## src/rtl/multicycle_control_if.sv

```systemverilog
// rtl/multicycle_control_if.sv - control-unit signal bundle between the FSM and the multi-cycle datapath
interface multicycle_control_if;
  logic [5:0] opcode;
  logic       mem_ready;
  logic       PCWrite;
  logic       PCWriteCond;
  logic       IorD;
  logic       MemRead;
  logic       MemWrite;
  logic       IRWrite;
  logic       RegWrite;
  logic [1:0] RegDst;
  logic [1:0] MemtoReg;
  logic       ALUSrcA;
  logic [1:0] ALUSrcB;
  logic [2:0] ALUOp;
  logic [1:0] PCSource;
  logic [1:0] MemDataSize;
  logic       MemDataSign;
  logic       SignExtend;
  logic       illegal_op;
  logic [3:0] state;

  modport master (
    input  opcode, mem_ready,
    output PCWrite, PCWriteCond, IorD, MemRead, MemWrite, IRWrite, RegWrite,
           RegDst, MemtoReg, ALUSrcA, ALUSrcB, ALUOp, PCSource,
           MemDataSize, MemDataSign, SignExtend, illegal_op, state
  );

  modport slave (
    output opcode, mem_ready,
    input  PCWrite, PCWriteCond, IorD, MemRead, MemWrite, IRWrite, RegWrite,
           RegDst, MemtoReg, ALUSrcA, ALUSrcB, ALUOp, PCSource,
           MemDataSize, MemDataSign, SignExtend, illegal_op, state
  );
endinterface

```

## src/rtl/multicycle_control.sv

```systemverilog
// rtl/multicycle_control.sv - Moore control FSM sequencing the multi-cycle MIPS datapath
module multicycle_control #(
  parameter logic [5:0] BEQ_OP       = 6'd5,
  parameter bit         ILLEGAL_TRAP = 1'b1
) (
  input  logic clk,
  input  logic rst_n,
  multicycle_control_if.master bus
);
  typedef enum logic [3:0] {
    S_START    = 4'd0,  S_FETCH    = 4'd1,  S_DECODE   = 4'd2,  S_MEMADR   = 4'd3,
    S_MEMREAD  = 4'd4,  S_MEMWB    = 4'd5,  S_MEMWRITE = 4'd6,  S_RTYPE_EX = 4'd7,
    S_RTYPE_WB = 4'd8,  S_IMM_EX   = 4'd9,  S_IMM_WB   = 4'd10, S_BRANCH   = 4'd11,
    S_JUMP     = 4'd12, S_JAL_WB   = 4'd13
  } state_t;

  localparam logic [5:0] OP_RFORMAT = 6'd0,  OP_J   = 6'd2,  OP_JAL = 6'd3;
  localparam logic [5:0] OP_ADDI    = 6'd8,  OP_ANDI = 6'd12;
  localparam logic [5:0] OP_LB  = 6'd32, OP_LH  = 6'd33, OP_LW = 6'd35;
  localparam logic [5:0] OP_LBU = 6'd36, OP_LHU = 6'd37;
  localparam logic [5:0] OP_SB  = 6'd40, OP_SH  = 6'd41, OP_SW = 6'd43;

  state_t state_q, state_d;
  logic       is_load, is_store, ld_signed;
  logic [1:0] mem_size;

  always_ff @(posedge clk or negedge rst_n) begin
    if (!rst_n) state_q <= S_START;
    else        state_q <= state_d;
  end

  assign bus.state = state_q;

  always_comb begin
    is_load   = bus.opcode inside {OP_LW, OP_LB, OP_LH, OP_LBU, OP_LHU};
    is_store  = bus.opcode inside {OP_SW, OP_SB, OP_SH};
    ld_signed = bus.opcode inside {OP_LW, OP_LH, OP_LB};
    if (bus.opcode inside {OP_LW, OP_SW})              mem_size = 2'd3;
    else if (bus.opcode inside {OP_LH, OP_LHU, OP_SH}) mem_size = 2'd2;
    else                                               mem_size = 2'd1;
  end

  always_comb begin
    state_d         = state_q;
    bus.PCWrite     = 1'b0;
    bus.PCWriteCond = 1'b0;
    bus.IorD        = 1'b0;
    bus.MemRead     = 1'b0;
    bus.MemWrite    = 1'b0;
    bus.IRWrite     = 1'b0;
    bus.RegWrite    = 1'b0;
    bus.RegDst      = 2'd0;
    bus.MemtoReg    = 2'd0;
    bus.ALUSrcA     = 1'b0;
    bus.ALUSrcB     = 2'd0;
    bus.ALUOp       = 3'd0;
    bus.PCSource    = 2'd0;
    bus.MemDataSize = 2'd0;
    bus.MemDataSign = 1'b0;
    bus.SignExtend  = 1'b0;
    bus.illegal_op  = 1'b0;
    case (state_q)
      S_START: state_d = S_FETCH;
      S_FETCH: begin
        bus.MemRead     = 1'b1;
        bus.MemDataSize = 2'd3;
        bus.ALUSrcB     = 2'd1;
        bus.IRWrite     = bus.mem_ready;
        bus.PCWrite     = bus.mem_ready;
        if (bus.mem_ready) state_d = S_DECODE;
      end
      S_DECODE: begin
        // Branch target is precomputed here while the opcode is decoded.
        bus.ALUSrcB = 2'd3;
        if (is_load || is_store)                      state_d = S_MEMADR;
        else if (bus.opcode == OP_RFORMAT)            state_d = S_RTYPE_EX;
        else if (bus.opcode inside {OP_ADDI, OP_ANDI}) state_d = S_IMM_EX;
        else if (bus.opcode == BEQ_OP)                state_d = S_BRANCH;
        else if (bus.opcode == OP_J)                  state_d = S_JUMP;
        else if (bus.opcode == OP_JAL)                state_d = S_JAL_WB;
        else begin
          state_d        = S_FETCH;
          bus.illegal_op = ILLEGAL_TRAP;
        end
      end
      S_MEMADR: begin
        bus.ALUSrcA    = 1'b1;
        bus.ALUSrcB    = 2'd2;
        bus.SignExtend = 1'b1;
        state_d        = is_load ? S_MEMREAD : S_MEMWRITE;
      end
      S_MEMREAD: begin
        bus.IorD        = 1'b1;
        bus.MemRead     = 1'b1;
        bus.MemDataSize = mem_size;
        bus.MemDataSign = ld_signed;
        if (bus.mem_ready) state_d = S_MEMWB;
      end
      S_MEMWB: begin
        bus.RegWrite    = 1'b1;
        bus.MemtoReg    = 2'd1;
        bus.MemDataSize = mem_size;
        bus.MemDataSign = ld_signed;
        state_d         = S_FETCH;
      end
      S_MEMWRITE: begin
        bus.IorD        = 1'b1;
        bus.MemWrite    = 1'b1;
        bus.MemDataSize = mem_size;
        bus.MemDataSign = 1'b1;
        if (bus.mem_ready) state_d = S_FETCH;
      end
      S_RTYPE_EX: begin
        bus.ALUSrcA = 1'b1;
        bus.ALUOp   = 3'd2;
        state_d     = S_RTYPE_WB;
      end
      S_RTYPE_WB: begin
        bus.RegWrite = 1'b1;
        bus.RegDst   = 2'd1;
        state_d      = S_FETCH;
      end
      S_IMM_EX: begin
        bus.ALUSrcA = 1'b1;
        bus.ALUSrcB = 2'd2;
        if (bus.opcode == OP_ANDI) bus.ALUOp = 3'd3;
        else                       bus.SignExtend = 1'b1;
        state_d = S_IMM_WB;
      end
      S_IMM_WB: begin
        bus.RegWrite   = 1'b1;
        bus.SignExtend = (bus.opcode != OP_ANDI);
        state_d        = S_FETCH;
      end
      S_BRANCH: begin
        bus.ALUSrcA     = 1'b1;
        bus.ALUOp       = 3'd1;
        bus.PCWriteCond = 1'b1;
        bus.PCSource    = 2'd1;
        state_d         = S_FETCH;
      end
      S_JUMP: begin
        bus.PCWrite  = 1'b1;
        bus.PCSource = 2'd2;
        state_d      = S_FETCH;
      end
      S_JAL_WB: begin
        // $31 receives the PC already advanced in FETCH.
        bus.RegWrite = 1'b1;
        bus.RegDst   = 2'd2;
        bus.MemtoReg = 2'd2;
        bus.PCWrite  = 1'b1;
        bus.PCSource = 2'd2;
        state_d      = S_FETCH;
      end
      default: state_d = S_FETCH;
    endcase
  end
endmodule

```

## src/flat_wrapper.sv

```systemverilog
// flat-port wrapper written by rule: the top's interface ports become plain ports
module multicycle_control_flat 
#(
  parameter logic [5:0] BEQ_OP       = 6'd5,
  parameter bit         ILLEGAL_TRAP = 1'b1
)
  (clk, rst_n, bus_opcode, bus_mem_ready, bus_PCWrite, bus_PCWriteCond, bus_IorD, bus_MemRead, bus_MemWrite, bus_IRWrite, bus_RegWrite, bus_RegDst, bus_MemtoReg, bus_ALUSrcA, bus_ALUSrcB, bus_ALUOp, bus_PCSource, bus_MemDataSize, bus_MemDataSign, bus_SignExtend, bus_illegal_op, bus_state);
  multicycle_control_if bus_i ();
  input  logic clk;
  input  logic rst_n;
  input wire logic [$bits(bus_i.opcode)-1:0] bus_opcode;
  input wire logic [$bits(bus_i.mem_ready)-1:0] bus_mem_ready;
  output wire logic [$bits(bus_i.PCWrite)-1:0] bus_PCWrite;
  output wire logic [$bits(bus_i.PCWriteCond)-1:0] bus_PCWriteCond;
  output wire logic [$bits(bus_i.IorD)-1:0] bus_IorD;
  output wire logic [$bits(bus_i.MemRead)-1:0] bus_MemRead;
  output wire logic [$bits(bus_i.MemWrite)-1:0] bus_MemWrite;
  output wire logic [$bits(bus_i.IRWrite)-1:0] bus_IRWrite;
  output wire logic [$bits(bus_i.RegWrite)-1:0] bus_RegWrite;
  output wire logic [$bits(bus_i.RegDst)-1:0] bus_RegDst;
  output wire logic [$bits(bus_i.MemtoReg)-1:0] bus_MemtoReg;
  output wire logic [$bits(bus_i.ALUSrcA)-1:0] bus_ALUSrcA;
  output wire logic [$bits(bus_i.ALUSrcB)-1:0] bus_ALUSrcB;
  output wire logic [$bits(bus_i.ALUOp)-1:0] bus_ALUOp;
  output wire logic [$bits(bus_i.PCSource)-1:0] bus_PCSource;
  output wire logic [$bits(bus_i.MemDataSize)-1:0] bus_MemDataSize;
  output wire logic [$bits(bus_i.MemDataSign)-1:0] bus_MemDataSign;
  output wire logic [$bits(bus_i.SignExtend)-1:0] bus_SignExtend;
  output wire logic [$bits(bus_i.illegal_op)-1:0] bus_illegal_op;
  output wire logic [$bits(bus_i.state)-1:0] bus_state;
  assign bus_i.opcode = bus_opcode;
  assign bus_i.mem_ready = bus_mem_ready;
  assign bus_PCWrite = bus_i.PCWrite;
  assign bus_PCWriteCond = bus_i.PCWriteCond;
  assign bus_IorD = bus_i.IorD;
  assign bus_MemRead = bus_i.MemRead;
  assign bus_MemWrite = bus_i.MemWrite;
  assign bus_IRWrite = bus_i.IRWrite;
  assign bus_RegWrite = bus_i.RegWrite;
  assign bus_RegDst = bus_i.RegDst;
  assign bus_MemtoReg = bus_i.MemtoReg;
  assign bus_ALUSrcA = bus_i.ALUSrcA;
  assign bus_ALUSrcB = bus_i.ALUSrcB;
  assign bus_ALUOp = bus_i.ALUOp;
  assign bus_PCSource = bus_i.PCSource;
  assign bus_MemDataSize = bus_i.MemDataSize;
  assign bus_MemDataSign = bus_i.MemDataSign;
  assign bus_SignExtend = bus_i.SignExtend;
  assign bus_illegal_op = bus_i.illegal_op;
  assign bus_state = bus_i.state;
  multicycle_control #(.BEQ_OP(BEQ_OP), .ILLEGAL_TRAP(ILLEGAL_TRAP)) u_core (.clk(clk), .rst_n(rst_n), .bus(bus_i));
endmodule
```

## config.mk

```make
export PLATFORM = sky130hd
export DESIGN_NAME = multicycle_control_flat
export DESIGN_NICKNAME = d
export VERILOG_FILES = /design/src/rtl/multicycle_control_if.sv /design/src/rtl/multicycle_control.sv /design/src/flat_wrapper.sv
export SDC_FILE = /design/constraint.sdc
export NUM_CORES = 1
export LEC_CHECK = 0
export ABC_AREA = 1
export BUFFER_PORTS_ARGS = -buffer_cell sky130_fd_sc_hd__buf_2
export CAP_MARGIN = 20
export CELL_PAD_IN_SITES_DETAIL_PLACEMENT = 1
export CELL_PAD_IN_SITES_GLOBAL_PLACEMENT = 1
export CORE_AREA = 10 10 59 61
export CTS_CLUSTER_DIAMETER = 200
export DETAILED_ROUTE_END_ITERATION = 8
export DIE_AREA = 0 0 69 71
export GPL_TIMING_DRIVEN = 1
export HOLD_SLACK_MARGIN = 0.03
export MAX_ROUTING_LAYER = met4
export PLACE_DENSITY_LB_ADDON = 0.3
export SETUP_SLACK_MARGIN = 0.2
export SYNTH_ARGS = -nofsm -noshare
export SYNTH_HDL_FRONTEND = slang
export SYNTH_SLANG_ARGS = --single-unit
```

## constraint.sdc

```tcl
create_clock -name clk -period 2.6 [get_ports clk]
set_input_delay 0.52 -clock clk [delete_from_list [all_inputs] [get_ports clk]]
set_output_delay 0.52 -clock clk [all_outputs]
set_load 0.01 [all_outputs]
```

==> results of run 1 <==
==> power by group through the flow <==
stage | sequential [mW] | combinational (mW) | clock (mW)
3_5_place_dp | 0.143 | 0.663 | 0
5_1_grt | 0.148 | 0.745 | 0.0825
6_report | 0.141 | 0.654 | 0.0763
3_3_place_gp | 0.141 | 0.653 | 0
4_1_cts | 0.142 | 0.667 | 0.0776
2_1_floorplan | 0.141 | 0.399 | 0
==> critical path: cells and delay by family, from the launching register on <==
| kind | cells | cell delay (ns) |
|---|---|---|
| DFF | 1 | 0.44 |
| and+or+nand+nor | 2 | 0.41 |
| AOI/OAI and AO/OA | 1 | 0.14 |
| buffers and inverters | 3 | 0.42 |
==> routing by layer <==
layer,routed length (um),GRT usage,part of all wire,vias to the layer above
met1,1016,0.1051,0.42,388
met2,1290,0.1860,0.53,17
met5,0,-,0,-
met3,88,0.01116,0.036,4
li1,-,-,-,434
met4,30,0.03132,0.012,0
==> worst max-delay path by stage <==
stage                   startpoint              to  slack (ns)  cells past startpoint
3_5_place_dp         bus_opcode[5]    bus_ALUOp[0]        0.58                      7
2_1_floorplan  u_core.bus.state[0]  bus_SignExtend        0.83                      3
5_1_grt        u_core.bus.state[1]    bus_ALUOp[0]        0.32                      6
6_report       u_core.bus.state[1]    bus_ALUOp[0]        0.44                      6
3_3_place_gp         bus_opcode[5]    bus_ALUOp[1]        0.64                      7
4_1_cts        u_core.bus.state[1]    bus_ALUOp[0]        0.45                      6
==> cell families after synthesis <==
| family | synth area share |
|---|---|
| AND/OR/NAND/NOR | 0.5219 |
| AO/OA/AOI/OAI | 0.1420 |
| buffers and inverters | 0.1628 |
| flip-flops | 0.1670 |
| other | 0.006257 |
==> cell usage after synthesis (2+ instances only) <==
cell | count | share of area
nand2_2 | 3 | 0.031
buf_4 | 2 | 0.025
nor2_1 | 20 | 0.13
a31oi_1 | 2 | 0.021
nand2_1 | 25 | 0.16
inv_1 | 20 | 0.13
nand4_1 | 3 | 0.031
a21oi_1 | 3 | 0.025
nor2_2 | 4 | 0.042
nand3_1 | 7 | 0.058
nor3_1 | 6 | 0.050
dfrtp_1 | 4 | 0.17
o21ai_0 | 4 | 0.033
inv_2 | 2 | 0.013
==> per-stage QoR <==
step           power (mW)  hold WS [ns]  area (sq um)
6_report           0.8717       0.08224         819.5
4_1_cts            0.8865       0.08310         819.5
3_5_place_dp       0.8061        0.3276         797.0
2_1_floorplan      0.5394        0.2244         599.3
3_3_place_gp       0.7942        0.3230         797.0
5_1_grt            0.9752       0.07901         819.5
==> final cells by class <==
cell class                      count  area share
Timing Repair Buffer               35      0.2137
Inverter                           22      0.1008
Tap cell                           30     0.04580
Sequential cell                     4      0.1221
Clock buffer                        3     0.02748
Multi-Input combinational cell     85      0.4901
==> qor.txt, run 1 <==
Count of buffers inserted at the top-level ports -> 35
Setup repair bufs after CTS -> 0
Number of synthesized flops with an enable pin -> 0
Setup repair after global routing missed its margin -> no
Final TNS setup -> 0 ns
Crit-path cells -> inv_1 -> nand2_1 -> nor2_1 -> inv_1 -> o21ai_1 -> buf_2
Cell count of the worst reg-to-reg path -> 8
Synthesized cell area -> 599.3 sq um
Area Growth Syn to Fin -> 36.74%
Finished Core Util -> 0.3433
# Max-Cap Violations -> 0
DP Cell Count -> 176
Final Hold Violating Endpoints -> 0
Combinational share of power -> 0.751
DR DRC count -> 0
Share of power burned in the clock network -> 0.088
Critical path type -> reg2out
Power density cells -> 1064 mW/mm^2
Initial standard-cell utilization of the core -> 0.2510
Final setup violation count -> 0
Overall via count from detail_route -> 843
Worst clock skew on the final layout -> 0.001566 ns
Clock tree from TritonCTS -> built
Gate count after technology mapping -> 113
Startpoint of the lowest-slack register-to-register path -> u_core.bus.state[2]
Filler-free cell count of the finished design -> 179
Post-detail-place hpwl -> 2110 um
Worst-case setup slack after placement -> 0.5755 ns
Yosys warning count -> 0
Area of the core region -> 0.002387 sq mm
Cell-internal power -> 0.3722 mW
Result of the run -> completed
Endpoint of the most critical register-to-register path -> u_core.bus.state[0]
Final cycle utilization of the critical path -> 0.8307
Global routing usage summed across all routing layers -> 0.09904
Crit-path slowest cell -> dfrtp_1
DR vias/cell -> 4.709
Detailed-route wire length -> 2426 um
Length of the first detailed-routing pass in iterations -> 4
Post-CTS sizing -> 0
Antenna cells -> 0
Crit path launch type -> flip-flop
Leakage -> 0.5168 nW
# IOs -> 37
Buffer levels on the longest clock path -> 2
Floorplan row count -> 18
Width of the die -> 69 um
R2R Setup Slk -> 1.12 ns
Dominant synthesized flop cell -> dfrtp_1
Worst vdd rail ir drop -> 472.5 uV
Leading cell types in the layout, fill and taps excluded -> 35 x buf_2, 25 x nand2_1, 20 x nor2_1, 20 x inv_1, 7 x nand3_1
Sw Ratio -> 0.5730
Seq/Total Area, Yosys -> 0.1670
Mean instance size in the synthesized netlist -> 5.304 sq um
Worst setup slack after layout -> 0.4401 ns
Flip-flop count of the largest register after layout -> 4
Yosys cell types -> 22
Die outline height -> 71 um
Antenna violations before repair -> 0
Number of nets in the layout -> 160
Total global routing overflow -> 0
Num CTS Buffers -> 3
Required time reported for the critical path endpoint -> 2.08 ns
Share of final-layout standard cells stronger than drive strength 1 -> 0.3289
Worst path max stage delay -> 0.44 ns
Wirelength per Cell -> 13.55 um
CP max FO -> 6
Global-route wire length before repair -> 4188 um
Number of fillers in the final layout -> 349
Most common cell after layout, fill and taps aside -> buf_2
Min-Delay Path Class -> in2async
Routability Congestion -> 0.7514
Worst-Skew Late Latency -> 0.23 ns
Maximum number of pins on one net before global-route repair -> 9
Kind of end point of the critical path -> output pin
Root buf cell -> clkbuf_4
Min cycle time layout -> 2.160 ns
Yosys reg bits -> 4
Area used by multi-input combinational logic -> 401.6 sq um
Count of hold buffers inserted by post-cts repair -> 0
Vias in the first global route -> 943
Highest Clock Rate -> 0.4630 GHz
Clock transition at the registers of the reported paths -> 0.04 ns
Area of the die -> 0.004899 sq mm
Post-synthesis async set-or-reset flop share -> 1.000
H-Tree Depth -> 1
Number of max-slew violations in the final report -> 0
Syn nets -> 122
Combined flip-flop and latch cell area -> 100.1 sq um
ANT nets after route -> 0
Iter 0 DRT Violations -> 49
Cell occurring most often along the worst timing path -> inv_1
Number of clock sinks seen by CTS -> 4
Switching power summed over all nets -> 0.4995 mW
Sequential fraction of design power -> 0.162
Critical path data arrival time -> 1.64 ns
Note: power is estimated with default switching activity, not from simulation.
==> inputs of run 2 (changes only) <==
--- a/config.mk
+++ b/config.mk
@@ -10,10 +10,10 @@
 export CAP_MARGIN = 20
 export CELL_PAD_IN_SITES_DETAIL_PLACEMENT = 1
 export CELL_PAD_IN_SITES_GLOBAL_PLACEMENT = 1
-export CORE_AREA = 10 10 59 61
+export CORE_AREA = 10 10 50 81
 export CTS_CLUSTER_DIAMETER = 200
 export DETAILED_ROUTE_END_ITERATION = 8
-export DIE_AREA = 0 0 69 71
+export DIE_AREA = 0 0 60 91
 export GPL_TIMING_DRIVEN = 1
 export HOLD_SLACK_MARGIN = 0.03
 export MAX_ROUTING_LAYER = met4
==> constraint.sdc (replaced) <==
create_clock -name clk -period 1.8 [get_ports clk]
set_input_delay 0.36 -clock clk [delete_from_list [all_inputs] [get_ports clk]]
set_output_delay 0.36 -clock clk [all_outputs]
set_load 0.01 [all_outputs]
==> run 2 against run 1 <==
Effect of this change:
- critical path depth shrank 1
- sequential cell count is the same
- register-to-register slack lost 0.77 ns
- non-clock buffer count grew 26
==> qor.txt, run 2 (synthesis results as in run 1) <==
Global-route wire length before repair -> 5444 um
Antenna violations before repair -> 0
Setup repair after global routing missed its margin -> yes
Cell-internal power -> 1.153 mW
Worst-Skew Late Latency -> 0.22 ns
DR DRC count -> 0
Result of the run -> completed
Combinational share of power -> 0.814
Share of power burned in the clock network -> 0.084
Flip-flop count of the largest register after layout -> 4
Min cycle time layout -> 1.733 ns
Wirelength per Cell -> 16.59 um
Share of final-layout standard cells stronger than drive strength 1 -> 0.6286
Finished Core Util -> 0.4688
Worst-case setup slack after placement -> 0.08736 ns
Min-Delay Path Class -> in2async
Floorplan row count -> 25
Post-detail-place hpwl -> 2268 um
Critical path data arrival time -> 1.37 ns
Area of the core region -> 0.002690 sq mm
Clock tree from TritonCTS -> built
Final Hold Violating Endpoints -> 0
Number of max-slew violations in the final report -> 0
Width of the die -> 60 um
Buffer levels on the longest clock path -> 2
Power density cells -> 1817 mW/mm^2
Number of nets in the layout -> 186
Routability Congestion -> 0.8161
Final cycle utilization of the critical path -> 0.9628
ANT nets after route -> 0
Highest Clock Rate -> 0.5770 GHz
Worst clock skew on the final layout -> 0.002725 ns
Total global routing overflow -> 0
Crit path launch type -> flip-flop
Critical path type -> reg2out
Cell count of the worst reg-to-reg path -> 7
Iter 0 DRT Violations -> 14
CP max FO -> 4
H-Tree Depth -> 1
Number of fillers in the final layout -> 363
Filler-free cell count of the finished design -> 202
Required time reported for the critical path endpoint -> 1.44 ns
Switching power summed over all nets -> 1.138 mW
Clock transition at the registers of the reported paths -> 0.03 ns
Kind of end point of the critical path -> output pin
Num CTS Buffers -> 3
# Max-Cap Violations -> 0
Root buf cell -> clkbuf_8
DP Cell Count -> 178
Leading cell types in the layout, fill and taps excluded -> 31 x buf_2, 20 x nand2_1, 19 x buf_4
Maximum number of pins on one net before global-route repair -> 9
Most common cell after layout, fill and taps aside -> buf_2
Final setup violation count -> 0
Die outline height -> 91 um
Area Growth Syn to Fin -> 110.4%
Global routing usage summed across all routing layers -> 0.1234
Vias in the first global route -> 1193
Initial standard-cell utilization of the core -> 0.2228
Leakage -> 0.6886 nW
# IOs -> 37
Detailed-route wire length -> 3351 um
Number of clock sinks seen by CTS -> 4
Worst vdd rail ir drop -> 601.5 uV
Sequential fraction of design power -> 0.102
Length of the first detailed-routing pass in iterations -> 4
Critical Path Start -> u_core.bus.state[0]
Antenna cells -> 0
Area of the die -> 0.005460 sq mm
DR vias/cell -> 4.896
Worst setup slack after layout -> 0.06701 ns
Final TNS setup -> 0 ns
Post-layout power -> 2.291 mW
Sw Ratio -> 0.4967
Count of buffers inserted at the top-level ports -> 35
Startpoint of the lowest-slack register-to-register path -> u_core.bus.state[1]
Overall via count from detail_route -> 989
[run 2: cell count changes in the layout (fill, tap and decap cells not counted), sizes merged]
| cell | delta |
|---|---|
| buf | +25 |
| clkinv | +1 |
| dlygate4sd3 | +1 |
| inv | -1 |
[run 2: area by class of cell]
type	count	area, sq um	share of cell area
Multi-Input combinational cell	85	573.1	0.4544
Timing Repair Buffer	61	420.4	0.3333
Sequential cell	4	105.1	0.08333
Inverter	22	87.58	0.06944
Clock buffer	3	41.29	0.03274
Tap cell	27	33.78	0.02679
[run 2: repair_timing]
| action | in CTS | in global routing |
|---|---|---|
| endpoints found under the setup margin | 20 | 19 |
| buffers inserted | 17 | 3 |
| hold buffers | 1 | 0 |
| pin swaps | 9 | 10 |
| hold endpoints to repair | 4 | 0 |
| gates resized for setup | 48 | 18 |
[run 2: routing by layer]
metal | wire [um] | up-vias | track usage
met1 | 1110 | 470 | 0.1092
met3 | 194 | 6 | 0.02789
met2 | 1999 | 31 | 0.2397
li1 | - | 482 | -
met4 | 46 | 0 | 0.03195
met5 | 0 | - | -
[run 2: power groups by stage]
stage	combinational (mW)	sequential (mW)	clock (mW)
after floorplan	0.589	0.203	0
after global placement	1.05	0.196	0
after detailed placement	1.06	0.197	0
after CTS	1.64	0.234	0.192
after global routing	2.03	0.241	0.206
final	1.87	0.233	0.192
[run 2: critical path, stage by stage (launching register included)]
cell and delay, ns:
dfrtp_2 0.45, buf_6 0.16, nor2_4 0.15, inv_2 0.08, o21ai_2 0.16, buf_2 0.15
[run 2: through the flow]
step           hold slack [ns]  cell area [sq um]
3_3_place_gp            0.1665              838.3
3_5_place_dp            0.1725              838.3
2_1_floorplan          0.06441              606.8
6_report                0.4747               1261
5_1_grt                 0.4987               1261
4_1_cts                 0.4328               1171
[run 2: path summary, 6_finish.rpt]
kind	end	slack, ns
max	bus_MemRead	0.07
min	u_core.bus.state[3]	0.47
max reg2reg	u_core.bus.state[2]	0.35
min reg2reg	u_core.bus.state[2]	0.77
max in group asynchronous	u_core.bus.state[0]	1.19
min in group clk	u_core.bus.state[1]	0.48
==> inputs of run 3 (changes only) <==
--- a/config.mk
+++ b/config.mk
@@ -17,7 +17,7 @@
 export GPL_TIMING_DRIVEN = 1
 export HOLD_SLACK_MARGIN = 0.03
 export MAX_ROUTING_LAYER = met4
-export PLACE_DENSITY_LB_ADDON = 0.3
+export PLACE_DENSITY_LB_ADDON = 0.05
 export SETUP_SLACK_MARGIN = 0.2
 export SYNTH_ARGS = -nofsm -noshare
 export SYNTH_HDL_FRONTEND = slang
==> run 3 against run 2 <==
Effect of this change:
- die area is the same
- sequential share of layout area shrank 0.39 points
- global-route usage shrank 0.27 points
- setup slack gained 0.011 ns
- first-iteration DRC count shrank 29%
- clock power shrank 2%
- via count shrank 1.1%
- final cell count grew 1.5%
- largest cell class unchanged
- non-clock buffer count grew 3
- critical path depth is the same
- largest power group unchanged
- utilization grew 2.3 points
- total power grew 1.3%
==> qor.txt, run 3 (synthesis results as in run 1) <==
Clock tree from TritonCTS -> built
Post-layout power -> 2.321 mW
Crit path launch type -> flip-flop
Placed cell area -> 845.8 sq um
Required time reported for the critical path endpoint -> 1.44 ns
Detailed-route wire length -> 3283 um
Clock transition at the registers of the reported paths -> 0.03 ns
Highest Clock Rate -> 0.5808 GHz
Cell count of the worst reg-to-reg path -> 9
Startpoint of the lowest-slack register-to-register path -> u_core.bus.state[1]
DR DRC count -> 0
Min-Delay Path Class -> in2async
Worst-Skew Late Latency -> 0.22 ns
Sequential fraction of design power -> 0.108
Fin area -> 0.001323 sq mm
Area of the die -> 0.005460 sq mm
Worst clock skew on the final layout -> 0.005586 ns
Combined flip-flop and latch cell area -> 105.1 sq um
Number of nets in the layout -> 189
Total global routing overflow -> 0
Number of clock sinks seen by CTS -> 4
Endpoint of the most critical register-to-register path -> u_core.bus.state[2]
Final cycle utilization of the critical path -> 0.9566
Power density cells -> 1755 mW/mm^2
Floorplan row count -> 25
# Max-Cap Violations -> 0
Antenna cells -> 0
Maximum number of pins on one net before global-route repair -> 9
CP max FO -> 6
Root buf cell -> clkbuf_8
Wirelength per Cell -> 16.01 um
Length of the first detailed-routing pass in iterations -> 2
Flip-flop count of the largest register after layout -> 4
Final setup violation count -> 0
Sw Ratio -> 0.4842
Number of max-slew violations in the final report -> 0
Initial standard-cell utilization of the core -> 0.2228
Combinational share of power -> 0.811
Vias in the first global route -> 1107
Area Growth Syn to Fin -> 120.7%
Share of power burned in the clock network -> 0.081
Final Hold Violating Endpoints -> 0
Share of final-layout standard cells stronger than drive strength 1 -> 0.6461
Count of buffers inserted at the top-level ports -> 35
Min cycle time layout -> 1.722 ns
Leakage -> 0.7120 nW
Final TNS setup -> 0 ns
Die outline height -> 91 um
Routability Congestion -> 0.7936
Antenna violations before repair -> 0
H-Tree Depth -> 1
Post-detail-place hpwl -> 2350 um
Leading cell types in the layout, fill and taps excluded -> 30 x buf_2, 22 x buf_4, 19 x nand2_1
Worst vdd rail ir drop -> 699.5 uV
Kind of end point of the critical path -> output pin
Critical path data arrival time -> 1.36 ns
Switching power summed over all nets -> 1.124 mW
Width of the die -> 60 um
DR vias/cell -> 4.771
Global-route wire length before repair -> 5188 um
Num CTS Buffers -> 3
Number of fillers in the final layout -> 362
Setup repair after global routing missed its margin -> yes
Result of the run -> completed
Buffer levels on the longest clock path -> 2
Critical path type -> reg2out
Overall via count from detail_route -> 978
Worst path max stage delay -> 0.48 ns
# IOs -> 37
R2R Setup Slk -> 0.25 ns
Crit-path slowest cell -> dfrtp_2
Crit-path cells -> buf_6 -> nand3_4 -> nor2_4 -> or2_4 -> buf_6
Area of the core region -> 0.002690 sq mm
Iter 0 DRT Violations -> 10
Most common cell after layout, fill and taps aside -> buf_2
Area used by multi-input combinational logic -> 605.6 sq um
Cell-internal power -> 1.197 mW
Cell occurring most often along the worst timing path -> buf_6
Global routing usage summed across all routing layers -> 0.1206
ANT nets after route -> 0
## run 3: cell count changes in the layout (fill, tap and decap cells not counted), sizes merged
cell,previous run,this run
buf,60,63
inv,21,22
clkinv,1,0
## run 3: layer usage
layer	GRT usage	wire (um)	vias up
met5	-	0	-
met3	0.02232	188	6
met1	0.1052	1100	449
met4	0.04887	53	0
li1	-	-	490
met2	0.2310	1941	33
## run 3: power by group through the flow
stage | registers (mW) | logic, mW | clock network, mW
after global routing | 0.259 | 2.05 | 0.203
final | 0.250 | 1.88 | 0.188
after detailed placement | 0.199 | 1.07 | 0
after CTS | 0.244 | 1.65 | 0.187
after floorplan | 0.203 | 0.589 | 0
after global placement | 0.199 | 1.06 | 0
## run 3: final cells by class
type | count | share of cell area
clock buffers | 3 | 0.03122
inverters | 22 | 0.06623
multi-input cells | 85 | 0.4579
flip-flops and latches | 4 | 0.07947
well taps | 27 | 0.02554
repair buffers | 64 | 0.3396
## run 3: worst max-delay path: cells and delay by family (launching register included)
family,cells,cell delay (ns)
flip-flops,1,0.48
AND/OR/NAND/NOR,3,0.40
buffers and inverters,2,0.27
## run 3: worst max-delay path by stage
stage	slack [ns]	startpoint	depth (start not counted)	endpoint
final	0.08	u_core.bus.state[0]	5	bus_PCWrite
after global routing	0.03	u_core.bus.state[3]	5	bus_PCWrite
after CTS	0.12	u_core.bus.state[0]	6	bus_ALUOp[0]
after floorplan	0.26	u_core.bus.state[2]	4	bus_PCWrite
after global placement	0.05	bus_opcode[5]	7	bus_ALUOp[0]
after detailed placement	0.003	bus_opcode[5]	7	bus_ALUOp[1]
## run 3: through the flow
| stage | worst slack, ns | hold slack (ns) | cells | util |
|---|---|---|---|---|
| 3_5_place_dp | 0.003376 | 0.1691 | 179 | 0.3144 |
| 6_report | 0.07814 | 0.4772 | 205 | 0.4916 |
| 4_1_cts | 0.1195 | 0.4600 | 200 | 0.4456 |
| 5_1_grt | 0.03322 | 0.5049 | 205 | 0.4916 |
| 3_3_place_gp | 0.04925 | 0.1662 | 179 | 0.3144 |
| 2_1_floorplan | 0.2591 | 0.06441 | 113 | - |
## run 3: repair_timing
item / CTS / global route
setup buffers: 17 / 5
hold buffers: 1 / 0
gates resized for setup: 49 / 24
endpoints found under the hold margin: 4 / 0
pin swaps: 10 / 9
setup endpoints to repair: 20 / 21
